==> config.mk <==
export PLATFORM = sky130hd
export DESIGN_NAME = conv_stream_ctrl
export DESIGN_NICKNAME = d
export VERILOG_FILES = /design/src/rtl/conv_stream_ctrl.sv
export SDC_FILE = /design/constraint.sdc
export NUM_CORES = 2
export LEC_CHECK = 0
export BUFFER_PORTS_ARGS = -buffer_cell sky130_fd_sc_hd__clkbuf_2
export CAP_MARGIN = 20
export CORE_AREA = 2 2 291 293
export DETAILED_ROUTE_END_ITERATION = 12
export DIE_AREA = 0 0 293 295
export GPL_ROUTABILITY_DRIVEN = 1
export PLACE_DENSITY = 0.65
export SLEW_MARGIN = 20
export SYNTH_ARGS = -nofsm -noshare
export SYNTH_HDL_FRONTEND = slang
export SYNTH_SLANG_ARGS = --single-unit
==> constraint.sdc <==
create_clock -name clk -period 48.1 [get_ports clk]
set_input_delay 12.025 -clock clk [delete_from_list [all_inputs] [get_ports clk]]
set_output_delay 12.025 -clock clk [all_outputs]
set_load 0.01 [all_outputs]
==> src/rtl/conv_stream_ctrl.sv <==
// conv_stream_ctrl: streams image columns from word-wide memory into a column handshake.
// Ports:
//   clk, rst (async, active-high)  start / abort  frame control pulses
//   mem_rd_en, mem_addr -> memory  mem_rd_data <- memory, MEM_LATENCY cycles later
//   col_valid / col_ready           column handshake; col_data, col_idx, ch_idx,
//                                   win_valid, out_col_num, col_last describe the column
//   busy, done                      frame status
module conv_stream_ctrl #(
    parameter int DATA_WIDTH  = 16,
    parameter int KERNEL_SIZE = 5,
    parameter int IMAGE_SIZE  = 28,
    parameter int MEM_WIDTH   = 256,
    parameter int NUM_CH      = 1,
    parameter int STRIDE      = 1,
    parameter int MEM_LATENCY = 1,
    parameter int ADDR_W      = 12
) (
    input  logic                             clk,
    input  logic                             rst,
    input  logic                             start,
    input  logic                             abort,
    output logic                             mem_rd_en,
    output logic [ADDR_W-1:0]                mem_addr,
    input  logic [MEM_WIDTH-1:0]             mem_rd_data,
    output logic                             col_valid,
    input  logic                             col_ready,
    output logic [IMAGE_SIZE*DATA_WIDTH-1:0] col_data,
    output logic [$clog2(IMAGE_SIZE):0]      col_idx,
    output logic [$clog2(NUM_CH):0]          ch_idx,
    output logic [$clog2(IMAGE_SIZE):0]      out_col_num,
    output logic                             win_valid,
    output logic                             col_last,
    output logic                             busy,
    output logic                             done
);
    localparam int PIX = MEM_WIDTH / DATA_WIDTH;
    localparam int WPC = (IMAGE_SIZE + PIX - 1) / PIX;
    localparam int CW  = $clog2(IMAGE_SIZE) + 1;
    localparam int HW  = $clog2(NUM_CH) + 1;
    localparam int WW  = $clog2(WPC) + 1;

    typedef enum logic [1:0] {IDLE, READ, HOLD, DONE} state_t;
    state_t state, state_nx;

    logic [HW-1:0] rd_ch, mv_ch;
    logic [CW-1:0] rd_col, mv_col, num_nx;
    logic [WW-1:0] rd_w;
    logic [WW-1:0] tag_w [MEM_LATENCY];
    logic [MEM_LATENCY-1:0] tag_v, tag_l;
    logic [1:0] open_cnt;
    logic [IMAGE_SIZE*DATA_WIDTH-1:0] asm_buf, asm_nx;
    logic rd_done, asm_full, kill, xfer, move, cap, rd_last_w, rd_last, win_nx, last_nx;
    int mv_d;

    assign kill      = abort && state != IDLE;
    assign xfer      = col_valid && col_ready;
    assign move      = asm_full && (!col_valid || col_ready);
    assign cap       = tag_v[MEM_LATENCY-1];
    assign rd_last_w = rd_w == WW'(WPC - 1);
    assign rd_last   = rd_last_w && rd_col == CW'(IMAGE_SIZE - 1) && rd_ch == HW'(NUM_CH - 1);
    // open_cnt counts columns whose reads have begun but that have not yet transferred;
    // capping it at two keeps column N+2 from starting before column N leaves.
    assign mem_rd_en = state == READ && !rd_done && (rd_w != '0 || open_cnt < 2'd2);
    assign mem_addr  = ADDR_W'((int'(rd_ch) * IMAGE_SIZE + int'(rd_col)) * WPC + int'(rd_w));
    assign busy      = state != IDLE;
    assign done      = state == DONE;

    always_comb begin
        asm_nx = asm_buf;
        for (int r = 0; r < IMAGE_SIZE; r++)
            if (cap && int'(tag_w[MEM_LATENCY-1]) == r / PIX)
                asm_nx[r*DATA_WIDTH +: DATA_WIDTH] = mem_rd_data[(r % PIX)*DATA_WIDTH +: DATA_WIDTH];
    end

    always_comb begin
        mv_d    = int'(mv_col) - (KERNEL_SIZE - 1);
        win_nx  = mv_d >= 0 && mv_d % STRIDE == 0;
        num_nx  = win_nx ? CW'(mv_d / STRIDE) : '0;
        last_nx = mv_col == CW'(IMAGE_SIZE - 1) && mv_ch == HW'(NUM_CH - 1);
    end

    always_comb begin
        state_nx = state;
        case (state)
            IDLE: state_nx = start ? READ : IDLE;
            READ: state_nx = (xfer && col_last) ? DONE : (asm_full && col_valid && !col_ready) ? HOLD : READ;
            HOLD: state_nx = xfer ? READ : HOLD;
            DONE: state_nx = IDLE;
            default: state_nx = IDLE;
        endcase
        if (kill) state_nx = IDLE;
    end

    always_ff @(posedge clk or posedge rst) begin
        if (rst) begin
            state       <= IDLE;
            rd_ch       <= '0;
            rd_col      <= '0;
            rd_w        <= '0;
            rd_done     <= 1'b0;
            mv_ch       <= '0;
            mv_col      <= '0;
            open_cnt    <= '0;
            tag_v       <= '0;
            tag_l       <= '0;
            for (int i = 0; i < MEM_LATENCY; i++) tag_w[i] <= '0;
            asm_buf     <= '0;
            asm_full    <= 1'b0;
            col_valid   <= 1'b0;
            col_data    <= '0;
            col_idx     <= '0;
            ch_idx      <= '0;
            out_col_num <= '0;
            win_valid   <= 1'b0;
            col_last    <= 1'b0;
        end else begin
            state    <= state_nx;
            asm_buf  <= asm_nx;
            tag_w[0] <= rd_w;
            tag_l[0] <= rd_last_w;
            for (int i = 1; i < MEM_LATENCY; i++) begin
                tag_w[i] <= tag_w[i-1];
                tag_l[i] <= tag_l[i-1];
            end
            if (kill || state == IDLE) begin
                rd_ch     <= '0;
                rd_col    <= '0;
                rd_w      <= '0;
                rd_done   <= 1'b0;
                mv_ch     <= '0;
                mv_col    <= '0;
                open_cnt  <= '0;
                tag_v     <= '0;
                asm_full  <= 1'b0;
                col_valid <= 1'b0;
            end else begin
                tag_v[0] <= mem_rd_en;
                for (int i = 1; i < MEM_LATENCY; i++) tag_v[i] <= tag_v[i-1];
                if (mem_rd_en) begin
                    rd_done <= rd_last;
                    rd_w    <= rd_last_w ? '0 : rd_w + 1'b1;
                    if (rd_last_w) begin
                        rd_col <= rd_col == CW'(IMAGE_SIZE - 1) ? '0 : rd_col + 1'b1;
                        if (rd_col == CW'(IMAGE_SIZE - 1))
                            rd_ch <= rd_ch == HW'(NUM_CH - 1) ? '0 : rd_ch + 1'b1;
                    end
                end
                open_cnt <= open_cnt + {1'b0, mem_rd_en && rd_w == '0} - {1'b0, xfer};
                // A freshly completed column wins over clearing the one just moved out.
                asm_full <= (cap && tag_l[MEM_LATENCY-1]) || (asm_full && !move);
                if (move) begin
                    col_valid   <= 1'b1;
                    col_data    <= asm_buf;
                    col_idx     <= mv_col;
                    ch_idx      <= mv_ch;
                    win_valid   <= win_nx;
                    out_col_num <= num_nx;
                    col_last    <= last_nx;
                    mv_col      <= mv_col == CW'(IMAGE_SIZE - 1) ? '0 : mv_col + 1'b1;
                    if (mv_col == CW'(IMAGE_SIZE - 1))
                        mv_ch <= mv_ch == HW'(NUM_CH - 1) ? '0 : mv_ch + 1'b1;
                end else if (xfer) begin
                    col_valid <= 1'b0;
                end
            end
        end
    end
endmodule

==> metrics.md <==
| Metric | Value |
|---|---|
| First-pass GRT wire length | around 130,000 microns |
| Share of flip-flops with an asynchronous set or reset | 100.0% |
| RSZ-0062 raised after global routing | no |
| Setup TNS | 0 ns |
| Number of synthesized flops with an enable pin | 0 |
| Clock sink total | between 900 and 1,000 |
| Port-buffer cells | ~730 |
| FF-to-FF Start | state[1] |
| Most frequent CP cell | buf_4 |
| Nets | 3,112 |
| Worst Hold Slack | ~0.46 ns |
| Cells after Synth | 2,091 |
| # setup viols final | 0 |
| Largest cells by area after synthesis | dfrtp_1 (67%), mux2_2 (15%), mux2_1 (14%) |
| Buf+Inv Stages, Crit Path | 7 |
| Post-route DRC violation count | 0 |
| Vias per cell | around 5.0 |
| Root buffer cell | clkbuf_16 |
| Die W | slightly below 300 microns |
| Post-CTS sizing | 0 |
| Clock buffer depth | 3 |
| Reg area | ~23,000 sq um |
| Static Leak | ~22 nW |
| Yosys top cell area share | 66.61% |
| Startpoint types | primary input |
| Worst Hold Class | flip-flop to flip-flop |
| Final ANT Viol Nets | 0 |
| Run status | complete, no violations |
| Hold_sp | asm_buf[61] |
| Required time worst endpoint | around 50 ns |
| Post-synth top area cell | dfrtp_1 |
| Setup WS pre-CTS | about 31 ns |
| Synth warn | 0 |
| Vias in the first global route | 21,580 |
| Final hold viol count | 0 |
| Syn_area_per_cell | 16.80 sq um |
| Die height | 295 microns |
| Cts bufs inserted | 98 |
| Final core occ | 51.84% |
| Delay-heaviest family, CP | buffers and inverters |
| Worst-path cell chain | clkbuf_2 > inv_8 > buf_4 > buf_4 > buf_4 > buf_4 > buf_4 |
| Mapped Area | 35,130 sq um |
| Area of the multi-input gates | around 11,000 sq um |
| Main synth FF type | dfrtp_1 |
| CTS tree | yes |
| Layout Skew | approximately 0.024 ns |
| Synthesis-to-finish area growth | 22.73% |
| PwrDens | approximately 47 nW/um^2 |
| H-tree depth | 3 |
| Critical setup path kind | primary input to asynchronous set/reset pin |
| Distinct cell type count after synthesis | 42 |
| Tcrit/Tclk final | about a third |
| Crit-path max cell delay | ~0.87 ns |
| Initial antenna violation count | 16 |
| Initial DRC count | roughly 780 |
| Fillers | 6,952 |
| Crit-path max FO | ~130 |
| GPL Wtd Cong | around 0.82 |
| GRT Total Usage | roughly a fifth |
| Commonest cells post-synth | dfrtp_1 (935), mux2_2 (463), mux2_1 (436) |
| CTS Hold Bufs | 0 |
| Layout cell share with drive strength beyond 1 | a little under half |
| Drt total wl | ~84,000 microns |
| DR vias | around 20,000 |
| Largest net degree at the start of global routing | roughly 170 |
| Highest clock rate | just over 0.06 GHz |
| DP Wirelength | between 50,000 and 60,000 microns |
| CP max-delay cell | buf_4 |
| Crit path DAT | about 17 ns |
| Sequential-to-total area share from yosys stat | 66.61% |
| Most frequent cell after synthesis | dfrtp_1 |
| Clk slew on worst S/H paths | 0.06 ns |
| Max-Cap Viols | 0 |
| Skew-Pair Late Insertion Delay | around 0.64 ns |
| Initial core utilization | between 40 and 50% |
| Routed length per placed instance | approximately 21 microns |
| CP endpoint kind | asynchronous set/reset pin |
| Final setup margin | about 32 ns |
| Post-DP Area | just under 40,000 sq um |
| CP startpoint | rst |
| Finished layout cell area | approximately 43,000 sq um |
| Slew HR | 23.95% |
| Peak supply drop | 0.00003105 V |
| # rows | 106 |
| Core Box Area | between 80,000 and 90,000 sq um |
| Worst Max-Slew Pin Slew | roughly 1.1 ns |
| Postcts setup bufs | 0 |
| Die area | a little under 90,000 sq um |
| Ports | 740 |
| Slew Limit Fails | 0 |
| Seq cells post-synth | just over 900 |
| DRT Pass-1 Iters | 4 |
| Grt ovf | 0 |
| Fin crit period | around 16 ns |
[cell type report]
class                   count  area share, %
diodes                     15        0.08707
inverters                   8        0.08707
clock inverters            38          1.300
well taps                1080          3.135
clock buffers             136          6.530
flip-flops and latches    935          54.28
multi-input cells        1039          25.56
repair buffers            759          9.024
[registers in the layout, indices dropped and copies added (netlist names), 2 cells and up]
signal       cells
tag_w            2
asm_buf        448
col_idx          6
out_col_num      6
rd_col           6
rd_w             2
mv_col           6
col_data       448
state            2
open_cnt         2
[final timing paths]
| path | to | slack (ns) | cells past startpoint |
|---|---|---|---|
| setup / recovery | col_data[390] | 31.89 | 7 |
| hold / removal | col_data[61] | 0.46 | 1 |
| setup reg to reg | col_data[329] | 44.24 | 5 |
| hold reg to reg | col_data[61] | 0.46 | 1 |
| max in group clk | col_data[329] | 33.31 | 6 |
| min in group asynchronous | asm_buf[251] | 11.54 | 2 |
[routing by layer]
metal	vias up	global-route usage (%)	part of all wire [%]
met3	181	4.646	5.5
met1	10430	21.96	38
li1	8897	-	-
met4	4	9.368	4.3
met5	-	0	0.026
met2	519	33.38	52
[cells by family after synthesis]
group	synth area share, %
compound gates	0.6519
mux	28.85
xor+xnor	0.2992
flops	66.61
simple gates	1.143
other cells	0.01068
buf+inv	2.080
fa+ha+maj	0.3562
[worst register-to-register path: cells and delay by family, from the launching register on]
family,cells,cell delay [ns]
DFF,1,0.49
AOI/OAI and AO/OA,1,0.29
muxes,1,0.46
and+or+nand+nor,1,0.60
buffers and inverters,2,1.90
[power breakdown]
part           leakage, nW  total [mW]  switching (mW)  internal, mW
combinational         8.62       0.229          0.0867         0.142
sequential            12.1        1.04          0.0816         0.954
clock                 1.66       0.782           0.309         0.473
total                 22.3        2.05           0.477          1.57
[cell usage in the layout, fill, tap and decap left out, types with 3 or more instances in the layout]
| master | count |
|---|---|
| conb_1 | 5 |
| clkbuf_16 | 98 |
| and2_1 | 6 |
| a21oi_1 | 11 |
| o31ai_1 | 4 |
| o21ai_0 | 11 |
| nand3_1 | 7 |
| xor2_1 | 8 |
| clkbuf_2 | 734 |
| inv_16 | 3 |
| clkbuf_1 | 16 |
| xnor2_1 | 4 |
| nand2_1 | 25 |
| clkinv_2 | 17 |
| ha_1 | 10 |
| buf_4 | 22 |
| diode_2 | 15 |
| dfrtp_1 | 935 |
| clkbuf_8 | 22 |
| inv_1 | 7 |
| clkinvlp_4 | 4 |
| mux2_1 | 436 |
| bufinv_16 | 12 |
| nor2_1 | 15 |
| nand3b_1 | 3 |
| mux2_2 | 463 |
[metrics by stage]
step                std cells  total power, mW
floorplan                2095            1.200
global placement         3821            1.256
detailed placement       3821            1.284
CTS                      3995            2.072
global route             4009            2.146
finish                   4010            2.047
No activity file was read; power rests on OpenSTA's default activity.
